--- src/rtl/uart_tx_queue.sv ---
// uart_tx_queue: byte FIFO between the CPU UART data register and the
// UART emitter, with a SEND/HOLD/IDLE presenter and a status word.
module uart_tx_queue #(
  parameter int DEPTH  = 16,
  parameter int ADDR_W = $clog2(DEPTH)
) (
  input  logic              clk,
  input  logic              reset,
  input  logic [7:0]        wrData,
  input  logic              wrValid,
  input  logic              flush,
  input  logic              clrOverflow,
  output logic [7:0]        txData,
  output logic              txValid,
  input  logic              txReady,
  output logic [ADDR_W:0]   count,
  output logic              full,
  output logic              empty,
  output logic              overflow,
  output logic [31:0]       ctrlRData
);

  typedef enum logic [1:0] {
    IDLE,
    SEND,
    HOLD
  } state_e;

  localparam logic [ADDR_W:0]   CNT_FULL = (ADDR_W+1)'(DEPTH);
  localparam logic [ADDR_W:0]   CNT_ONE  = (ADDR_W+1)'(1);
  localparam logic [ADDR_W-1:0] PTR_ONE  = ADDR_W'(1);

  state_e            state_q, state_d;
  logic [7:0]        mem_q [DEPTH];
  logic [ADDR_W-1:0] wr_ptr_q, wr_ptr_d;
  logic [ADDR_W-1:0] rd_ptr_q, rd_ptr_d;
  logic [ADDR_W:0]   count_q, count_d;
  logic              ovf_q, ovf_d;
  logic              push, pop, drop;
  logic [7:0]        cnt8;

  assign txValid  = (state_q == SEND);
  assign txData   = txValid ? mem_q[rd_ptr_q] : 8'h00;
  assign count    = count_q;
  assign full     = (count_q == CNT_FULL);
  assign empty    = (count_q == '0);
  assign overflow = ovf_q;

  assign pop  = txValid & txReady;
  assign push = wrValid & ~flush & (~full | pop);
  assign drop = wrValid & ~flush & full & ~pop;

  assign cnt8      = 8'(count_q);
  assign ctrlRData = {8'h00, cnt8, 4'h0,
                      txValid, ovf_q, full, empty,
                      8'h00};

  always_comb begin
    wr_ptr_d = wr_ptr_q;
    rd_ptr_d = rd_ptr_q;
    count_d  = count_q;
    ovf_d    = ovf_q;
    if (flush) begin
      wr_ptr_d = '0;
      rd_ptr_d = '0;
      count_d  = '0;
    end else begin
      if (push) wr_ptr_d = wr_ptr_q + PTR_ONE;
      if (pop)  rd_ptr_d = rd_ptr_q + PTR_ONE;
      unique case ({push, pop})
        2'b10:   count_d = count_q + CNT_ONE;
        2'b01:   count_d = count_q - CNT_ONE;
        default: count_d = count_q;
      endcase
    end
    // a drop in the same cycle beats the clear
    if (drop)             ovf_d = 1'b1;
    else if (clrOverflow) ovf_d = 1'b0;
  end

  always_comb begin
    state_d = state_q;
    unique case (state_q)
      IDLE: begin
        if (!empty && !flush) state_d = SEND;
      end
      SEND: begin
        if (flush)    state_d = IDLE;
        else if (pop) state_d = HOLD;
      end
      HOLD:    state_d = IDLE;
      default: state_d = IDLE;
    endcase
  end

  always_ff @(posedge clk or negedge reset) begin
    if (!reset) begin
      state_q  <= IDLE;
      wr_ptr_q <= '0;
      rd_ptr_q <= '0;
      count_q  <= '0;
      ovf_q    <= 1'b0;
    end else begin
      state_q  <= state_d;
      wr_ptr_q <= wr_ptr_d;
      rd_ptr_q <= rd_ptr_d;
      count_q  <= count_d;
      ovf_q    <= ovf_d;
    end
  end

  // storage is deliberately left unreset
  always_ff @(posedge clk) begin
    if (push) mem_q[wr_ptr_q] <= wrData;
  end

endmodule
--- config.mk ---
export PLATFORM = sky130hd
export DESIGN_NAME = uart_tx_queue
export DESIGN_NICKNAME = d
export VERILOG_FILES = /design/src/rtl/uart_tx_queue.sv
export SDC_FILE = /design/constraint.sdc
export NUM_CORES = 1
export LEC_CHECK = 0
export CELL_PAD_IN_SITES_DETAIL_PLACEMENT = 1
export CELL_PAD_IN_SITES_GLOBAL_PLACEMENT = 1
export CORE_ASPECT_RATIO = 0.75
export CORE_MARGIN = 4
export CORE_UTILIZATION = 48
export CTS_CLUSTER_SIZE = 10
export DETAILED_ROUTE_END_ITERATION = 10
export PLACE_DENSITY = 0.85
export SYNTH_ARGS = -nofsm -noshare
export SYNTH_HDL_FRONTEND = slang
export SYNTH_SLANG_ARGS = --single-unit
--- constraint.sdc ---
create_clock -name clk -period 2.9 [get_ports clk]
set_input_delay 0.58 -clock clk [delete_from_list [all_inputs] [get_ports clk]]
set_output_delay 0.58 -clock clk [all_outputs]
set_load 0.01 [all_outputs]
# Word-level counts from Yosys, hierarchy flattened
# Memory sizes are Yosys's and may differ from the RTL's.
# Index checks and enable logic that the tools add are counted.
# op_classes
addsub,4
n_reduce_logical,10
n_eq_ne,6
n_bitwise,9
muxes,15
# ops
operator,n
4-bit 2-to-1 mux,4
5-bit case mux with 2 select lines,1
"4-bit by 1-bit adder with 4-bit output, second input constant",2
8-bit 2-to-1 mux,1
2-bit 2-to-1 mux,3
2-bit nonzero test,3
"5-bit by 1-bit adder with 5-bit output, second input constant",1
1-bit bitwise AND,5
"5-bit == test, second input constant",1
5-bit zero test,1
5-bit 2-to-1 mux,1
"5-bit by 1-bit subtractor with 5-bit output, second input constant",1
"2-bit by 1-bit == test with 1-bit output, second input constant",2
1-bit 2-to-1 mux,4
2-bit case mux with 2 select lines,1
"3-bit by 2-bit != test with 1-bit output, second input constant",1
1-bit inverter,3
3-bit nonzero test,1
"2-bit == test, second input constant",1
1-bit zero test,2
2-bit zero test,1
"2-bit != test, second input constant",1
2-bit AND reduction,1
1-bit logical AND,1
1-bit bitwise OR,1
# word_totals
ff_bits,16
ramBits,128
input_bits,14
out_inout_bits,49
mem_count,1
elab_cells,50
# mem_list
name,depth,word_bits,read_ports,rd_clocked_by_memory_dff,write_ports,line_no,source
mem_q,16,8,1,0,1,34,logic [7:0] mem_q [DEPTH];

# Logic depth before layout (Yosys ltp)
# Gate-level depths: netlist (run 1).
# depth
ltp_word,7
depth_mapped,9
depth_no_buf,8

# Least setup slack after synthesis (run 1)
# OpenSTA, ideal clock, no wires.
# synth_timing
path_kind,input -> register
start,input port flush
end,register count_q[4] (netlist: count[4])
setup_time_ps,126
required_time_ps,2774
path_stages,9
path_slack_ps,596
arrival_ps,2178
path_buffers,1
path_cell_list,clkbuf_1 -> nor2b_1 -> nor2_1 -> xor2_1 -> ha_1 -> o31a_1 -> nor4_1 -> o221ai_1 -> o311a_1
# synth_between
elab_chain_cells,6
word_cells_on_any_way,8
cone_classes,eq/ne (2); mux (2); bitwise (3); reduce/logical (1)
# synth_lines
element,line_no,source
start: declaration,11,"input logic flush,"
1-bit inverter,50,assign push = wrValid & ~flush & (~full | pop);
1-bit bitwise AND (2 in series),50,
2-bit by 1-bit == test with 1-bit output or 2-bit == test (tied branches),70,"unique case ({push, pop})"
5-bit case mux with 2 select lines,70,
5-bit 2-to-1 mux,63,if (flush) begin
end signal: assignment,107,count_q <= count_d;
end: declaration,37,"logic [ADDR_W:0] count_q, count_d;"
# Parallel ways exist; a longest one is shown, timed or not.
# A chain may end at the register's enable or synchronous reset.

# Worst setup path in the final report (run 1)
# layout_timing
start,register rd_ptr_q[0]
end,output port txData[1]
# layout_between
elab_chain_cells,2
# layout_lines
element,line_no,source
start: declaration,36,"logic [ADDR_W-1:0] rd_ptr_q, rd_ptr_d;"
start signal: assignment,106,rd_ptr_q <= rd_ptr_d;
memory 16 x 8 bit,--,
8-bit 2-to-1 mux,43,assign txData = txValid ? mem_q[rd_ptr_q] : 8'h00;
end: declaration,13,"output logic [7:0] txData,"
# No other way between the ends.

==> run metrics, run 1 <==
status complete, but fails checks; actual slew at the worst max-slew pin 0.899 ns; Core ar. 13000 µm²; CP Cell Sequence buf_12, buf_6, mux4_2, nand2_2, o31ai_4, a221o_1, buf_2; Root Driver clkbuf_16; P per Cell Area around 680 nW/µm²; # diodes 0; asr flop ratio synth about 11%; Rel. slew slack 39.8%; Seq/Total Area, Yosys 66.3%; Clock Sinks about 140; overall routed net length 17200 µm; Placed Cells 594; most frequent cells in the layout 128 x edfxtp_1, 31 x clkdlybuf4s50_1, 24 x buf_4, 23 x conb_1, 22 x mux4_2; Final Instance Area just under 8000 µm²; fin. max-slew vios 0; row count 36; synthesized cell area 6400 µm²; CP startpoint rd_ptr_q[0]$_DFFE_PN0P_; gr usage total 23.8%; Final Power 5.21 mW; Hold Startpoint state_q[1]$_DFFE_PN0P_; largest net degree at the start of global routing 22; initial DRC count 493; area post-placement 7010 µm²; number of global-route vias before repair 3979; crit path max fanout 5; wire length per cell 27.2 µm; Routed Antenna Nets 0; FMAX roughly 340 MHz; Via-to-Cell Ratio a little under 6; Max Cap Viol 0; chip height 108 µm; M1 GR Usage a little under a third; via count ~3700; Worst Clk Skew 0.00782 ns; Min Clock Period, post-route 2.95 ns; Worst VDD drop 0.493 mV; RR Startpoint state_q[1]$_DFFE_PN0P_; endpoint class of the critical path output pin; EDFF count, synth about 130; crit-path max cell delay around 0.54 ns; die area around 15000 µm²; Die W 141 µm; Clock transition at path regs 0.07 ns; mean post-synth cell area 16.8 µm²; Req. time, crit path between 2 and 2.5 ns; GRT overflow 0; final hold viol count 0; failing checks setup timing; most common cell after layout, fill and taps aside edfxtp_1; final setup fails 4; I/O Buffers 39; Non-Filler Instances between 600 and 700; ratio of cells with drive above 1 in the final layout about a quarter; Final GP Congestion 0.821; unrepaired setup endpoints after global routing true; H-tree levels 4; setup tns final -0.121 ns; FF+latch count, synth roughly 140; min setup slack post-route -0.0499 ns; worst hold path type flop to flop; area grow syn2layout 20.4%; CTS Buffer Depth 2; Crit-path slowest cell dfrtp_4; TritonRoute pass-1 iters 5; synth unique cells 60; clk_lat worst skew between 0.4 and 0.5 ns; Initial Utilization between 40% and 50%; DRC 0; FILL cells 1211; grt met3 use 6.72%; first-pass GRT wire length 25900 µm; Synth warnings 0; Primary FF master, synth edfxtp_1; critical path type flop to output pin; TritonCTS Buffers 17; LEAKAGE 2.65 nW; Startpoint Class flop; CTS tree yes; post-synthesis cell count about 380; final net count 468; initial antenna violation count 0; Ports 63; Hold Slack 0.541 ns; Critical Path AT 2.37 ns; Final period util 102%; hpwl dp 10200 µm; met2 usage 40.0%; gr busiest metal met2
cell families (layout without fill, tap and decap cells):
family,Yosys count,after routing,synth area share (%)
buf+inv,59,116,6.28
compound gates,44,44,5.42
mux,40,40,12.4
xor+xnor,7,7,0.958
simple gates,79,79,7.16
flops,144,144,66.3
other cells,1,23,0.0586
fa+ha+maj,7,7,1.37
timing repair:
action                                  4_1_cts  5_1_grt
buffers inserted                              5        0
pin swaps                                     1        3
endpoints found under the setup margin        8       10
hold buffers                                  0        0
resized for setup                            39       21
Yosys cell counts, drive strengths merged (2+ instances only):
cell	n	area share [%]
edfxtp	128	60
buf	45	5.5
mux4	28	11
nor2	20	1.2
dfrtp	16	6.3
and2	12	1.2
nand2	11	0.68
inv	9	0.53
mux2i	9	1.4
a211oi	7	0.90
ha	7	1.4
and2b	6	0.70
clkbuf	5	0.29
o22ai	5	0.49
a21oi	4	0.31
a31oi	4	0.39
nor3	4	0.31
o31ai	4	0.47
xor2	4	0.55
a221o	3	0.47
mux2	3	0.53
nand2b	3	0.29
nand3	3	0.23
nor2b	3	0.29
nor4	3	0.53
nor4b	3	0.41
xnor2	3	0.41
a21o	2	0.23
and3b	2	0.27
nand3b	2	0.23
nand4	2	0.20
nor3b	2	0.23
o211ai	2	0.31
critical path, delay by kind of cell (launching register included):
family	cells	cell delay [ns]
buffers and inverters	3	0.41
multiplexers	1	0.47
flip-flops	1	0.54
AO/OA/AOI/OAI	2	0.39
AND/OR/NAND/NOR	1	0.13
through the flow:
step,utilization (%),setup WS [ns]
2_1_floorplan,-,0.596
3_3_place_gp,53.9,0.0685
3_5_place_dp,53.9,-0.0393
4_1_cts,58.9,-0.0933
5_1_grt,59.2,-0.112
6_report,59.2,-0.0499
power by group:
part           switching [mW]  total [mW]  internal, mW  leakage [nW]
Combinational           0.423       0.793         0.370          1.03
Clock                   0.903        2.09          1.19         0.259
Sequential             0.0362        2.33          2.30          1.37
Total                    1.36        5.21          3.85          2.65
metal layers:
layer,vias to the layer above,wire (µm)
li1,1575,-
met1,1938,6910
met2,201,8690
met3,27,1260
met4,0,296
met5,-,0
final cells by class:
cell class / count / area, µm² / share of cell area [%]
clock inverters: 15 / 135 / 1.75
well taps: 171 / 214 / 2.78
clock buffers: 17 / 425 / 5.52
flip-flops and latches: 144 / 4250 / 55.2
repair buffers: 75 / 743 / 9.65
inverters: 9 / 33.8 / 0.439
multi-input cells: 200 / 1900 / 24.7
flip-flops by register name, indices dropped and copies added, names as in the netlist:
register,count
wr_ptr_q,4
rd_ptr_q,4
mem_q,128
state_q,2
overflow,1
count,5
worst paths after layout:
kind | end | slack [ns] | cells past startpoint
min | state_q[0]$_DFFE_PN0P_ | 0.54 | 1
min in group asynchronous | wr_ptr_q[3]$_DFFE_PN0P_ | 0.66 | 1
max | txData[1] | -0.05 | 7
max reg2reg | count[4]$_DFFE_PN0P_ | 0.37 | 8
min reg2reg | state_q[0]$_DFFE_PN0P_ | 0.54 | 1
max in group asynchronous | rd_ptr_q[0]$_DFFE_PN0P_ | 1.59 | 1
No activity file was read; power rests on OpenSTA's default activity.
==> run 2: changes to the inputs <==
Settings changed: CORE_UTILIZATION 48 to 35, PLACE_DENSITY 0.85 to 0.67.
==> run 2 against run 1 <==
The run now ends clean. Critical path depth shrank 2. Via count shrank 6.3%. Clock power shrank 3%. Non-clock buffer count grew 2. Setup slack gained 0.11 ns. Register-to-register slack gained 0.32 ns. Fmax grew 3.7%. Global-route usage shrank 8.7 points. Count of clock-buffer cells in the layout grew 1. Worst hold slack lost 0.019 ns. Largest cell class unchanged. Largest power group unchanged. Highest routed layer unchanged.
==> run metrics, run 2 (synthesis gave the netlist of run 1 again) <==
CP Cell Sequence buf_12, mux4_2, nor4b_1, a221o_1, clkdlybuf4s15_1; row count 42 (+17%); critical path type flop to output pin; most frequent cells in the layout 128 x edfxtp_1, 31 x clkdlybuf4s50_1, 27 x buf_4, 25 x mux4_2, 23 x conb_1; Placed Cells 667 (+12%); number of global-route vias before repair 3728 (-6.3%); Die W 164 µm (+16%); # diodes 0 (unchanged); Initial Utilization 35.9% (-13 points); initial antenna violation count 0 (unchanged); overall routed net length 14600 µm (-15%); gr usage total 15.1% (-8.7 points); area grow syn2layout 21.1%; Switch Pwr 1.28 mW (-6.1%); I/O Buffers 39 (unchanged); clk_lat worst skew 0.43 ns (about the same); ratio of cells with drive above 1 in the final layout 25.8% (-0.98 points); H-tree levels 4 (unchanged); Hold Startpoint state_q[1]$_DFFE_PN0P_; die area 20500 µm² (+35%); max reg flops 128 (unchanged); hold path depth 1 (unchanged); FILL cells 1773 (+46%); Via-to-Cell Ratio 4.98 (-16%); CTS tree yes; first-pass GRT wire length 22800 µm (-12%); final hold viol count 0 (unchanged); Final Instance Area 7750 µm² (+0.63%); M1 WL 6690 µm (-3.2%); largest net degree at the start of global routing 19 (-14%); Reg2Reg Capture Point mem_q[3][3]$_DFFE_PP_; delay-heaviest family, CP multiplexers; Final GP Congestion 0.770 (-6.2%); TritonRoute pass-1 iters 4 (-1); CTS Buffer Depth 2 (unchanged); status finished clean; Req. time, crit path 2.32 ns (about the same); Min Clock Period, post-route 2.84 ns (-0.106 ns); Crit-path slowest cell mux4_2; Root Driver clkbuf_16; Reg2Reg Setup Slack 0.69 ns (+0.32 ns); multi-input logic area 1860 µm² (-2.0%); Final period util 98.1% (-3.7 points); final net count 470 (+0.43%); P per Cell Area 661 nW/µm² (-2.4%); Clock transition at path regs 0.06 ns (about the same); Rel. slew slack 42.0% (+2.2 points); FMAX 352 MHz (+3.7%); endpoint class of the critical path output pin; actual slew at the worst max-slew pin 0.867 ns (-0.0326 ns); fin. max-slew vios 0 (unchanged); LEAKAGE 2.65 nW (-0.11%); Hold EP state_q[0]$_DFFE_PN0P_; TritonCTS Buffers 17 (unchanged); chip height 125 µm (+16%); top sig layer met4; Clock Sinks 144 (unchanged); Worst VDD drop 0.397 mV (-19%); GRT overflow 0 (unchanged); final core occ 43.5% (-16 points); Clk pwr share 39.4% (-0.7 points); Ports 63 (unchanged); routed wl met2 6610 µm (-24%); initial DRC count 274 (-44%); met3 wire length 1130 µm (-11%); RR Startpoint state_q[1]$_DFFE_PN0P_; Non-Filler Instances 704 (+12%); most common cell after layout, fill and taps aside edfxtp_1; Gate power share 15.1% (about the same); setup tns final 0 ns (+0.121 ns); Critical Path AT 2.26 ns (-0.11 ns); Internal 3.84 mW (-0.25%); Startpoint Class flop; Max Cap Viol 0 (unchanged); DRC 0 (unchanged); Routed Antenna Nets 0 (unchanged); crit path max fanout 7 (+2); Seq pwr share 45.5% (+0.8 points); cells on worst reg2reg path 6 (-2); Worst Clk Skew 0.0111 ns (+0.00333 ns); Core ar. 17800 µm² (+37%); via count 3505 (-6.3%); wire length per cell 20.7 µm (-24%); Most flops, register mem_q; crit-path max cell delay 0.56 ns (+0.02 ns); CP bufs+invs 2 (-1); hpwl dp 9600 µm (-6.0%); worst hold path type flop to flop; switching share of power 25.0% (-1.1 points); Reg area 4250 µm² (unchanged); area post-placement 7110 µm² (+1.3%); unrepaired setup endpoints after global routing true; final setup fails 0 (-4)
-- run 2: cell types whose count changed in the layout (fill, tap and decap cells not counted), moves of 2 or more --
| cell | change |
|---|---|
| a211oi_1 | +2 |
| mux4_1 | -3 |
| clkinvlp_4 | -2 |
| clkdlybuf4s15_1 | +2 |
| mux4_2 | +3 |
| clkdlybuf4s15_2 | -2 |
| buf_4 | +3 |
| clkinv_1 | +2 |
-- run 2: metal layers --
| layer | vias to the layer above | track usage, % |
|---|---|---|
| li1 | 1581 | - |
| met1 | 1797 | 21.5 |
| met2 | 115 | 22.1 |
| met3 | 12 | 4.34 |
| met4 | 0 | 5.23 |
| met5 | - | 0 |
-- run 2: cell type report --
| cell class | count | share of cell area [%] |
|---|---|---|
| inverter | 9 | 0.436 |
| timing repair buffer | 77 | 9.77 |
| multi-input combinational | 200 | 24.0 |
| clock inverter | 14 | 1.50 |
| tap | 242 | 3.91 |
| clock buffer | 18 | 5.54 |
| sequential | 144 | 54.8 |
-- run 2: per-stage QoR --
stage	hold WS, ns	total power [mW]	setup slack (ns)
4_1_cts	0.527	5.18	0.00135
3_3_place_gp	0.486	3.07	0.0206
3_5_place_dp	0.507	3.09	-0.0120
5_1_grt	0.537	5.35	-0.0318
2_1_floorplan	0.284	2.83	0.596
6_report	0.522	5.12	0.0563
-- run 2: worst max path at each step --
stage / start / slack, ns / cells past startpoint / to
after global routing: rd_ptr_q[0]$_DFFE_PN0P_ / -0.03 / 7 / txData[1]
after detailed placement: rd_ptr_q[0]$_DFFE_PN0P_ / -0.01 / 4 / txData[7]
after global placement: wrValid / 0.02 / 9 / count[4]$_DFFE_PN0P_
after CTS: rd_ptr_q[0]$_DFFE_PN0P_ / 0.001 / 7 / txData[5]
after floorplan: flush / 0.60 / 9 / count[4]$_DFFE_PN0P_
final: rd_ptr_q[0]$_DFFE_PN0P_ / 0.06 / 5 / txData[1]
-- run 2: power groups by stage --
| stage | Sequential, mW | Clock [mW] | Combinational (mW) |
|---|---|---|---|
| global route | 2.33 | 2.18 | 0.830 |
| floorplan | 2.36 | 0 | 0.463 |
| finish | 2.33 | 2.02 | 0.772 |
| global placement | 2.38 | 0 | 0.686 |
| detailed placement | 2.38 | 0 | 0.704 |
| CTS | 2.33 | 2.07 | 0.777 |
-- run 2: what timing repair did --
action	in CTS	in global routing
resized for setup	48	12
setup buffers	5	0
hold buffers	0	0
setup endpoints to repair	10	9
pin swaps	1	0
cloned	0	0
-- run 2: worst reg2reg max path: stages (launching register included) --
cell,delay [ns]
dfrtp_1,0.41
nand3b_1,0.25
buf_4,0.20
a31oi_1,0.32
nor3b_1,0.35
and2_1,0.24
buf_12,0.15
==> run 3: changes to the inputs <==
Settings changed: CTS_CLUSTER_SIZE 10 to 14, PLACE_DENSITY 0.67 to default, PLACE_DENSITY_LB_ADDON from default to 0.1.
Clock period 2.9 ns to 3.4 ns, I/O delays scaled along.
==> run 3 against run 2 <==
First-iteration DRC count up 2.9%. Utilization down 0.46 points. Clock power down 9.9%. Count of clock-buffer cells in the layout down 1. Design area down 1.1%. Setup slack better by 0.010 ns. Sequential share of layout area up 0.56 points. Via count down 0.94%. Global-route usage about the same. Largest power group unchanged. Highest routed layer unchanged.
==> run metrics, run 3 (synthesis gave the netlist of run 1 again) <==
Seq pwr share 44.8% (-0.7 points); endpoint class of the critical path output pin; Startpoint Class flop; crit-path most repeated cell buf_4; gr usage total 15.1% (+0.022 points); switching share of power 25.8% (+0.79 points); Crit-path slowest cell mux4_1; delay-heaviest family, CP buffers and inverters; Clock Sinks 144 (unchanged); Core ar. 17800 µm² (unchanged); Final period util between 90% and 100%; row count 42 (unchanged); Critical Path AT 2.65 ns (+0.39 ns); final net count 459 (-2.3%); ratio of cells with drive above 1 in the final layout 21.1% (-4.7 points); final hold viol count 0 (unchanged); chip height 125 µm (unchanged); overall routed net length 15100 µm (+3.2%); most frequent cells in the layout 128 x edfxtp_1, 39 x clkdlybuf4s50_1, 23 x conb_1, 23 x buf_4, 20 x nor2_1; FILL cells 1729 (-2.5%); Max Cap Viol 0 (unchanged); P per Cell Area 578 nW/µm² (-13%); Switch Pwr 1.14 mW (-11%); Rel. slew slack 46.2% (+4.2 points); Hold Slack 0.526 ns (+0.00326 ns); CP Cell Sequence buf_4, buf_4, mux4_1, nor4b_2, a221o_1, clkdlybuf4s50_1; Non-Filler Instances 693 (-1.6%); Reg2Reg Setup Slack 0.97 ns (+0.28 ns); LEAKAGE 2.61 nW (-1.6%); Die W 164 µm (unchanged); final setup fails 0 (unchanged); I/O Buffers 39 (unchanged); die area 20500 µm² (unchanged); Min Clock Period, post-route around 3.3 ns; Placed Cells 652 (-2.2%); max reg flops 128 (unchanged); # diodes 0 (unchanged); area grow syn2layout 19.8%; wire length per cell 21.7 µm (+4.8%); Most flops, register mem_q; Root Driver clkbuf_16; Ports 63 (unchanged); Final GP Congestion 0.734 (-4.8%); actual slew at the worst max-slew pin 0.804 ns (-0.0626 ns); first-pass GRT wire length 22700 µm (-0.67%); H-tree levels 4 (unchanged); DRC 0 (unchanged); Routed Antenna Nets 0 (unchanged); TritonCTS Buffers 17 (unchanged); Gate power share 14.2% (-0.9 points); hold_buf cts 0 (unchanged); Worst Clk Skew 0.00668 ns (-0.00447 ns); Worst VDD drop 0.288 mV (-27%); crit path max fanout 5 (-2); Via-to-Cell Ratio 5.01 (+0.63%); Final Instance Area 7670 µm² (-1.1%); CTS Buffer Depth 2 (unchanged); setup tns final 0 ns (unchanged); Req. time, crit path 2.72 ns (+0.40 ns); hpwl dp 10200 µm (+6.0%); CP bufs+invs 3 (+1); Internal 3.29 mW (-14%); clk_lat worst skew 0.42 ns (about the same); FMAX around 300 MHz; status finished clean; critical path type flop to output pin; Initial Utilization 35.9% (unchanged); largest net degree at the start of global routing 32 (+13); GRT overflow 0 (unchanged); area post-placement 6970 µm² (-1.9%); most common cell after layout, fill and taps aside edfxtp_1; initial antenna violation count 1 (+1); Clock transition at path regs 0.06 ns (about the same); fin. max-slew vios 0 (unchanged); crit-path max cell delay 0.63 ns (+0.07 ns); number of global-route vias before repair 3524 (-5.5%); initial DRC count 282 (+2.9%); worst hold path type flop to flop; CTS tree yes; TritonRoute pass-1 iters 5 (+1); Clk pwr share 41.0% (+1.6 points); Final Power 4.43 mW (-13%); via count 3472 (-0.94%)
==> run 3: cell count changes in the layout (fill, tap and decap cells not counted), sizes merged <==
cell	previous run	this run
buf	41	26
clkbuf	21	18
clkdlybuf4s15	2	0
clkdlybuf4s50	31	39
clkinv	8	3
inv	11	17
==> run 3: metrics by stage <==
step	util [%]	worst slack [ns]
5_1_grt	43.0	-0.0273
3_3_place_gp	39.1	0.340
2_1_floorplan	-	0.996
3_5_place_dp	39.1	0.277
4_1_cts	42.5	0.0536
6_report	43.0	0.0667
==> run 3: power by group through the flow <==
stage                     logic, mW  registers (mW)  clock network [mW]
after global routing          0.687            1.99                1.94
after detailed placement      0.583            2.03                   0
after floorplan               0.395            2.02                   0
final                         0.629            1.98                1.82
after CTS                     0.596            1.99                1.85
after global placement        0.580            2.03                   0
==> run 3: area by class of cell <==
type / count / area (µm²) / area share (%)
Sequential cell: 144 / 4250 / 55.4
Multi-Input combinational cell: 200 / 1880 / 24.5
Timing Repair Buffer: 66 / 633 / 8.26
Clock buffer: 17 / 425 / 5.55
Tap cell: 242 / 303 / 3.95
Clock inverter: 15 / 150 / 1.96
Inverter: 9 / 33.8 / 0.441
==> run 3: what timing repair did <==
action                                  in CTS  in global routing
buffers inserted                             2                  6
gates resized for setup                      2                  7
gates cloned                                 0                  1
endpoints found under the setup margin       2                  6
==> run 3: per-layer routing <==
layer	part of all wire (%)	track usage, %
met1	52	23.9
met2	43	20.5
met3	4.1	4.11
met4	0.50	3.55
met5	0	0
==> run 3: path summary, 6_finish.rpt <==
kind | start | endpoint | cells past startpoint
max | rd_ptr_q[0]$_DFFE_PN0P_ | txData[1] | 6
max reg2reg | state_q[1]$_DFFE_PN0P_ | mem_q[1][1]$_DFFE_PP_ | 4
min in group asynchronous | reset | count[2]$_DFFE_PN0P_ | 1
min reg2reg | overflow$_DFFE_PN0P_ | overflow$_DFFE_PN0P_ | 1
min | overflow$_DFFE_PN0P_ | overflow$_DFFE_PN0P_ | 1
max in group asynchronous | reset | rd_ptr_q[2]$_DFFE_PN0P_ | 1
